File: src/rtl/phase_sequencer.sv
// Five-phase multi-cycle control sequencer (IF/ID/EX/MEM/WB) driving datapath strobes.
// Optional performance counters are built when PHASE_SEQ_PERF_CNT_EN is defined.
module phase_sequencer (
  input  logic        clk,
  input  logic        reset,
  input  logic [5:0]  OP,
  input  logic        Zeroflag,
  input  logic        Negflag,
  input  logic        mem_ready,
  output logic [2:0]  state,
  output logic [2:0]  next_state,
  output logic        ir_we,
  output logic        pc_we,
  output logic        reg_we,
  output logic        rs1_we,
  output logic        sp_we,
  output logic        mem_req,
  output logic        mem_we,
  output logic        illegal,
  output logic [1:0]  pc_src,
  output logic [31:0] cycle_cnt,
  output logic [31:0] instr_cnt
);

  typedef enum logic [2:0] {
    PH_IF  = 3'b000,
    PH_ID  = 3'b001,
    PH_EX  = 3'b010,
    PH_MEM = 3'b011,
    PH_WB  = 3'b100
  } phase_e;

  localparam logic [5:0] OP_LW    = 6'd5;
  localparam logic [5:0] OP_LWPOI = 6'd6;
  localparam logic [5:0] OP_SW    = 6'd7;
  localparam logic [5:0] OP_BGT   = 6'd8;
  localparam logic [5:0] OP_BLT   = 6'd9;
  localparam logic [5:0] OP_BEQ   = 6'd10;
  localparam logic [5:0] OP_BNE   = 6'd11;
  localparam logic [5:0] OP_JMP   = 6'd12;
  localparam logic [5:0] OP_CALL  = 6'd13;
  localparam logic [5:0] OP_RET   = 6'd14;
  localparam logic [5:0] OP_PUSH  = 6'd15;
  localparam logic [5:0] OP_POP   = 6'd16;

  localparam logic [1:0] PC_SEQ   = 2'b00;
  localparam logic [1:0] PC_BR    = 2'b01;
  localparam logic [1:0] PC_JMP   = 2'b10;
  localparam logic [1:0] PC_STACK = 2'b11;

  function automatic logic is_alu(input logic [5:0] op);
    return (op <= 6'd4);
  endfunction

  function automatic logic is_ldst(input logic [5:0] op);
    return (op >= OP_LW) && (op <= OP_SW);
  endfunction

  function automatic logic is_branch(input logic [5:0] op);
    return (op >= OP_BGT) && (op <= OP_BNE);
  endfunction

  function automatic logic is_stack(input logic [5:0] op);
    return (op >= OP_CALL) && (op <= OP_POP);
  endfunction

  function automatic logic wb_reaching(input logic [5:0] op);
    return is_alu(op) || (op == OP_LW) || (op == OP_LWPOI) || (op == OP_POP);
  endfunction

  function automatic logic branch_taken(input logic [5:0] op, input logic z, input logic n);
    logic taken;
    case (op)
      OP_BGT:  taken = ~z & ~n;
      OP_BLT:  taken = n;
      OP_BEQ:  taken = z;
      OP_BNE:  taken = ~z;
      default: taken = 1'b0;
    endcase
    return taken;
  endfunction

  phase_e     state_r;
  phase_e     next_state_s;
  logic       ir_we_s;
  logic       pc_we_s;
  logic       reg_we_s;
  logic       rs1_we_s;
  logic       sp_we_s;
  logic       mem_req_s;
  logic       mem_we_s;
  logic       illegal_s;
  logic [1:0] pc_src_s;

  // Phase register; reset wins over any pending transition, including memory waits
  always_ff @(posedge clk) begin
    if (reset) begin
      state_r <= PH_IF;
    end else begin
      state_r <= next_state_s;
    end
  end

  // Next-phase and strobe decode from phase, opcode, flags and memory handshake
  always_comb begin
    next_state_s = PH_IF;
    ir_we_s      = 1'b0;
    pc_we_s      = 1'b0;
    reg_we_s     = 1'b0;
    rs1_we_s     = 1'b0;
    sp_we_s      = 1'b0;
    mem_req_s    = 1'b0;
    mem_we_s     = 1'b0;
    illegal_s    = 1'b0;
    pc_src_s     = PC_SEQ;
    if (reset) begin
      next_state_s = PH_IF;
    end else begin
      case (state_r)
        PH_IF: begin
          mem_req_s = 1'b1;
          if (mem_ready) begin
            ir_we_s      = 1'b1;
            pc_we_s      = 1'b1;
            pc_src_s     = PC_SEQ;
            next_state_s = PH_ID;
          end else begin
            next_state_s = PH_IF;
          end
        end
        PH_ID: begin
          if (is_alu(OP) || is_ldst(OP) || is_branch(OP)) begin
            next_state_s = PH_EX;
          end else if (OP == OP_JMP) begin
            pc_we_s      = 1'b1;
            pc_src_s     = PC_JMP;
            next_state_s = PH_IF;
          end else if (is_stack(OP)) begin
            next_state_s = PH_MEM;
          end else begin
            illegal_s    = 1'b1;
            next_state_s = PH_IF;
          end
        end
        PH_EX: begin
          if (is_alu(OP)) begin
            next_state_s = PH_WB;
          end else if (is_ldst(OP)) begin
            next_state_s = PH_MEM;
          end else if (is_branch(OP)) begin
            // Not-taken branches leave the PC alone; fetch already advanced it
            if (branch_taken(OP, Zeroflag, Negflag)) begin
              pc_we_s  = 1'b1;
              pc_src_s = PC_BR;
            end else begin
              pc_we_s  = 1'b0;
              pc_src_s = PC_SEQ;
            end
            next_state_s = PH_IF;
          end else begin
            next_state_s = PH_IF;
          end
        end
        PH_MEM: begin
          if (is_ldst(OP) || is_stack(OP)) begin
            mem_req_s = 1'b1;
            if (mem_ready) begin
              case (OP)
                OP_LW, OP_LWPOI: begin
                  next_state_s = PH_WB;
                end
                OP_SW: begin
                  mem_we_s     = 1'b1;
                  next_state_s = PH_IF;
                end
                OP_CALL: begin
                  mem_we_s     = 1'b1;
                  sp_we_s      = 1'b1;
                  pc_we_s      = 1'b1;
                  pc_src_s     = PC_JMP;
                  next_state_s = PH_IF;
                end
                OP_RET: begin
                  sp_we_s      = 1'b1;
                  pc_we_s      = 1'b1;
                  pc_src_s     = PC_STACK;
                  next_state_s = PH_IF;
                end
                OP_PUSH: begin
                  mem_we_s     = 1'b1;
                  sp_we_s      = 1'b1;
                  next_state_s = PH_IF;
                end
                OP_POP: begin
                  sp_we_s      = 1'b1;
                  next_state_s = PH_WB;
                end
                default: begin
                  next_state_s = PH_IF;
                end
              endcase
            end else begin
              next_state_s = PH_MEM;
            end
          end else begin
            next_state_s = PH_IF;
          end
        end
        PH_WB: begin
          if (wb_reaching(OP)) begin
            reg_we_s = 1'b1;
            rs1_we_s = (OP == OP_LWPOI);
          end else begin
            reg_we_s = 1'b0;
            rs1_we_s = 1'b0;
          end
          next_state_s = PH_IF;
        end
        default: begin
          next_state_s = PH_IF;
        end
      endcase
    end
  end

  assign state      = state_r;
  assign next_state = next_state_s;
  assign ir_we      = ir_we_s;
  assign pc_we      = pc_we_s;
  assign reg_we     = reg_we_s;
  assign rs1_we     = rs1_we_s;
  assign sp_we      = sp_we_s;
  assign mem_req    = mem_req_s;
  assign mem_we     = mem_we_s;
  assign illegal    = illegal_s;
  assign pc_src     = pc_src_s;

`ifdef PHASE_SEQ_PERF_CNT_EN
  logic [31:0] cycle_cnt_r;
  logic [31:0] instr_cnt_r;

  // Performance counters; an instruction retires on every re-entry into IF
  always_ff @(posedge clk) begin
    if (reset) begin
      cycle_cnt_r <= 32'd0;
      instr_cnt_r <= 32'd0;
    end else begin
      cycle_cnt_r <= cycle_cnt_r + 32'd1;
      if ((state_r != PH_IF) && (next_state_s == PH_IF)) begin
        instr_cnt_r <= instr_cnt_r + 32'd1;
      end else begin
        instr_cnt_r <= instr_cnt_r;
      end
    end
  end

  assign cycle_cnt = cycle_cnt_r;
  assign instr_cnt = instr_cnt_r;
`else
  assign cycle_cnt = 32'd0;
  assign instr_cnt = 32'd0;
`endif

endmodule

File: config.mk
export PLATFORM = sky130hd
export DESIGN_NAME = phase_sequencer
export DESIGN_NICKNAME = d
export VERILOG_FILES = /design/src/rtl/phase_sequencer.sv
export SDC_FILE = /design/constraint.sdc
export NUM_CORES = 1
export LEC_CHECK = 0
export CAP_MARGIN = 20
export CORE_MARGIN = 1.5
export CORE_UTILIZATION = 32
export DETAILED_ROUTE_END_ITERATION = 7
export PLACE_DENSITY = 0.84
export SYNTH_ARGS = -nofsm -noshare
export SYNTH_HDL_FRONTEND = slang
export SYNTH_SLANG_ARGS = --single-unit
File: constraint.sdc
create_clock -name clk -period 3.75 [get_ports clk]
set_clock_uncertainty 0.05 [all_clocks]
set_input_delay 0.5625 -clock clk [delete_from_list [all_inputs] [get_ports clk]]
set_output_delay 0.5625 -clock clk [all_outputs]
set_load 0.05 [all_outputs]
# Word-level counts from Yosys, hierarchy flattened
# Cells that the tools add are included.
# W data, S select, Z words.
dict set report totals {
  mem_bits_ro 0
  latchBits 0
  out_inout_bits 80
  reg_bits 3
  memories 0
  ramBits 0
  word_cells 107
  inputBits 11
}
dict set report op_classes {
  eq_ne 16
  reduce_logical 14
  n_mux 66
  div 0
  add_sub_neg 0
  bitwise 3
  n_lt_le_gt_ge 7
  mul 0
  n_shift 0
}
# cell n
set op_table {}
lappend op_table {{$eq A6 B4 Y1 const B} 8}
lappend op_table {{$mux W1} 46}
lappend op_table {{$eq A6 B3 Y1 const B} 3}
lappend op_table {{$mux W2} 9}
lappend op_table {{$mux W3} 5}
lappend op_table {{$ge A6 B4 Y1 const B} 2}
lappend op_table {{$le A6 B3 Y1 const B} 2}
lappend op_table {{$pmux W3 S4} 1}
lappend op_table {{$pmux W1 S4} 2}
lappend op_table {{$eq A3 B2 Y1 const B} 2}
lappend op_table {{$eq A6 B5 Y1 const B} 1}
lappend op_table {{$ge A6 B3 Y1 const B} 1}
lappend op_table {{$le A6 B4 Y1 const B} 1}
lappend op_table {{$le A6 B5 Y1 const B} 1}
lappend op_table {{$logic_or A1 B1 Y1} 6}
lappend op_table {{$pmux W2 S3} 1}
lappend op_table {{$reduce_or A3 Y1} 2}
lappend op_table {{$pmux W2 S2} 1}
lappend op_table {{$reduce_or A4 Y1} 1}
lappend op_table {{$eq A3 B1 Y1 const B} 1}
lappend op_table {{$eq A3 B3 Y1 const B} 1}
lappend op_table {{$logic_and A1 B1 Y1} 3}
lappend op_table {{$logic_not A3 Y1} 1}
lappend op_table {{$not A1 Y1} 2}
lappend op_table {{other kinds (3)} 3}

# Depth between registers and ports, before layout
dict set report depth {
  word_depth 14
  mapped_depth 6
  depth_no_buf 4
}

# Worst setup path after synthesis
# Ideal clock, no wire load.
dict set report synth_timing {
  path_type {input port to output port}
  from {input OP[3]}
  to {output sp_we}
  required_ns 3.137
  setup_slack_ns 0.248
  arrival_time_ns 2.889
  path_stages 4
  n_path_buf 1
  path_cell_list {clkbuf_1 or4_4 o32a_1 nor4_1}
}
dict set report synth_between {
  elab_chain_len 7
  elab_cells_between_ends 17
  cone_classes {order compare (4); eq/ne (4); mux (5); reduce/logical (4)}
}
# item line
set synth_rtl {}
lappend synth_rtl {{start: declaration} 6} ;# input logic [5:0] OP,
lappend synth_rtl {{$eq A6 B5 Y1 or $eq A6 B4 Y1 (tied branches)} 168} ;# case (OP)
lappend synth_rtl {{$reduce_or A4 Y1 (no line)} --}
lappend synth_rtl {{$mux W1} 168}
lappend synth_rtl {{$mux W1} 167} ;# if (mem_ready) begin
lappend synth_rtl {{$mux W1 *} 165} ;# if (is_ldst(OP) || is_stack(OP)) begin
lappend synth_rtl {{$mux W1 *} 119} ;# case (state_r)
lappend synth_rtl {{$mux W1 *} 116} ;# if (reset) begin
lappend synth_rtl {{end: declaration} 16} ;# output logic sp_we,
# Every way passes the cells marked *; elsewhere a longest branch is shown, timed or not.

# Worst setup path after layout
dict set report layout_timing {
  from {input OP[2]}
  to {output pc_src[1]}
}
dict set report layout_between {
  elab_chain_len 7
  elab_cells_between_ends 23
  cone_classes {order compare (7); eq/ne (3); mux (7); reduce/logical (6)}
}
# item line
set layout_rtl {}
lappend layout_rtl {{$ge A6 B3 Y1 or $le A6 B3 Y1 (tied branches)} 56} ;# return (op >= OP_LW) && (op <= OP_SW);
lappend layout_rtl {{$logic_and A1 B1 Y1} 56}
lappend layout_rtl {{$logic_or A1 B1 Y1 (2 in a row)} 132} ;# if (is_alu(OP) || is_ldst(OP) || is_branch(OP)) begin
lappend layout_rtl {{$mux W2} 132}
lappend layout_rtl {{$pmux W2 S3 *} 119}
lappend layout_rtl {{$mux W2 *} 116}
lappend layout_rtl {{end: declaration} 20} ;# output logic [1:0] pc_src,
# Marked as above.

==> results_dict.tcl <==
set metrics [dict create \
    path_clk_slew_ns 0.04 \
    hp-class "register to register" \
    die_h_um 60.3 \
    whs_endpoint "state[2]$_SDFF_PP0_" \
    largest_register_ff_count 3 \
    synth_xor_area_frac 0 \
    dr.pass1.iters 4 \
    cts_buffers 3 \
    drive_gt1_frac 0.111 \
    dieArea_um2 3640 \
    total_power_w 0.000307 \
    avgViaCountPerCell 4.10 \
    fp.coreArea_um2 3080 \
    hold_depth 4 \
    cp-start-kind "input pin" \
    p_int_w 0.000104 \
    grt_pass1_wl_um 3010 \
    slowest_delay_ns 0.80 \
    wirelength_um 2040 \
    slew_violations 0 \
    grt_overflow_total 0 \
    leakage_nw 0.512 \
    place_congestion 0.870 \
    synth_top_family_by_area "buffers and inverters" \
    tritoncts "done" \
    ff2ff_setup_slack_ns 2.30 \
    crit_family "buffers and inverters" \
    start_util 0.342 \
    drv_cap 0 \
    synthFlopType "dfxtp_1" \
    dp_cells 211 \
    yosys_warnings 0 \
    muxShareOfSynthArea 0.00951 \
    rsz0062_at_grt "false" \
    layout_common_cells "conb_1, clkdlybuf4s50_1, a21oi_1" \
    hold_violations 0 \
    powerDensity_nw_per_um2 265 \
    cts.htree.levels 1 \
    fin_util 0.376 \
    clkPwrFrac 0.184 \
    syn-instance-count 148 \
    num_vias 881 \
    cts_resized 0 \
    synth_edf_count 0 \
    ant_nets 0 \
    p_seq_frac 0.113 \
    path_cells "clkdlybuf4s50_1 -> or3b_1 -> nor2_1 -> o21ai_0 -> nor2_1 -> clkdlybuf4s50_1" \
    fin_tns_setup_ns 0 \
    vdd_ir_drop_max_uv 78.9 \
    max-slew-margin-rel 0.625 \
    clkSinkCount 3 \
    finalCritPeriodShare 0.918 \
    drt-initial-drc-count 32 \
    critical_path_arrival_ns 2.83 \
    dp_hpwl_um 1710 \
    cts-root-buf "clkbuf_4" \
    area_delta_synth_final_pct 10.1 \
    rr_worst_depth 4 \
    crit_slowest_cell "clkdlybuf4s50_1" \
    cp.required_ns 3.14 \
    worst_r2r_startpoint "state[0]$_SDFF_PP0_" \
    worstSetupEndpointType "output pin" \
    num_rows 20 \
    synth_area_um2 1050 \
    yosys_register_bits 3 \
    critical_path.max_fanout 10 \
    worstReg2RegEnd "state[1]$_SDFF_PP0_" \
    insertion_delay_ns 0.23 \
    synth.distinct_cells 34 \
    postCtsSetupRepairBufs 0 \
    synth_compound_area_frac 0.194 \
    fmax_mhz 290 \
    final_nets 183 \
    synth_adder_area_share 0 \
    path_class "input pin to output pin" \
    p_sw_frac 0.661 \
    combPwrFrac 0.704 \
    ys_seq_area_frac 0.0571 \
    min_from "state[1]$_SDFF_PP0_" \
    grt_pass1_vias 731 \
    finalSetupViolations 0 \
    die_w_um 60.3 \
    tightest_slew_ns 0.557 \
    hold_buffers 0 \
    clock_path_buffers 2 \
    stdcell_count 215 \
    layout_commonest_cell "conb_1" \
    post_synth.cell_area_avg_um2 7.11 \
    diodes 0 \
    drc 0 \
    wl_per_cell_um 9.48 \
    path_buf_inv 2 \
    synthSimpleGateAreaFrac 0.213 \
    grt_usage 0.108 \
    grt_max_degree 15 \
    synth-async-reset-ratio 0 \
    io_pins 91 \
    p_sw_w 0.000203 \
    holdWs_ns 0.692 \
    outcome "finished, final reports clean" \
    fin_crit_ns 3.44 \
    antenna_found_initial 0 \
    portBuffers 26 \
]
## worst max path at each step
stage,cells past startpoint,to,from
floorplan,4,sp_we,OP[3]
global placement,6,pc_src[1],OP[2]
detailed placement,6,pc_src[1],OP[2]
CTS,6,pc_src[1],OP[2]
global route,6,pc_src[1],OP[2]
finish,6,pc_src[1],OP[2]
## power groups by stage
stage          clock (W)  combinational, W  sequential (W)
2_1_floorplan          0          0.000238       0.0000381
6_report       0.0000564          0.000216       0.0000346
5_1_grt        0.0000613          0.000226       0.0000348
4_1_cts        0.0000584          0.000215       0.0000346
3_3_place_gp           0          0.000213       0.0000351
3_5_place_dp           0          0.000214       0.0000351
## cell usage after synthesis (all sizes together), types with 2 or more instances
library cell,instances,area share
a211oi,3,0.021
a21oi,11,0.052
a31oi,3,0.018
buf,69,0.49
clkbuf,3,0.011
dfxtp,3,0.057
inv,5,0.018
nand2b,6,0.036
nand3b,2,0.014
nor2,10,0.036
nor3,5,0.024
nor4,2,0.012
o211ai,2,0.014
o21ai,3,0.014
o31ai,2,0.014
or2,2,0.012
or3b,3,0.025
or4,2,0.018
## layer usage
| metal | wire [um] | GRT usage | share of wire | vias up |
|---|---|---|---|---|
| met5 | 0 | 0 | 0 | - |
| met3 | 257 | 0.0405 | 0.13 | 2 |
| met1 | 708 | 0.108 | 0.35 | 388 |
| met2 | 1050 | 0.205 | 0.51 | 68 |
| met4 | 22 | 0.0381 | 0.011 | 0 |
| li1 | - | - | - | 423 |
## worst min-delay path: cells and delay by family (launching register included)
kind / cells / cell delay (ns)
AO/OA/AOI/OAI: 2 / 0.17
AND/OR/NAND/NOR: 2 / 0.17
flip-flops: 1 / 0.33
## per-stage QoR
stage          worst slack, ns  cell area (um^2)
2_1_floorplan            0.248              1290
3_3_place_gp             0.328              1130
3_5_place_dp             0.309              1130
4_1_cts                  0.307              1160
5_1_grt                  0.226              1160
6_report                 0.307              1160
## area by class of cell
class	instances	area, um^2
Fill cell	328	1920
Inverter	5	18.8
Tap cell	44	55.1
Sequential cell	3	60.1
Multi-Input combinational cell	131	678
Clock buffer	4	26.3
Timing Repair Buffer	28	320
## kinds of logic after synthesis
| group | after synthesis |
|---|---|
| buf+inv | 77 |
| simple gates | 38 |
| compound gates | 28 |
| flops | 3 |
| mux | 1 |
| other cells | 1 |
Power figures use the tool's default switching activity.
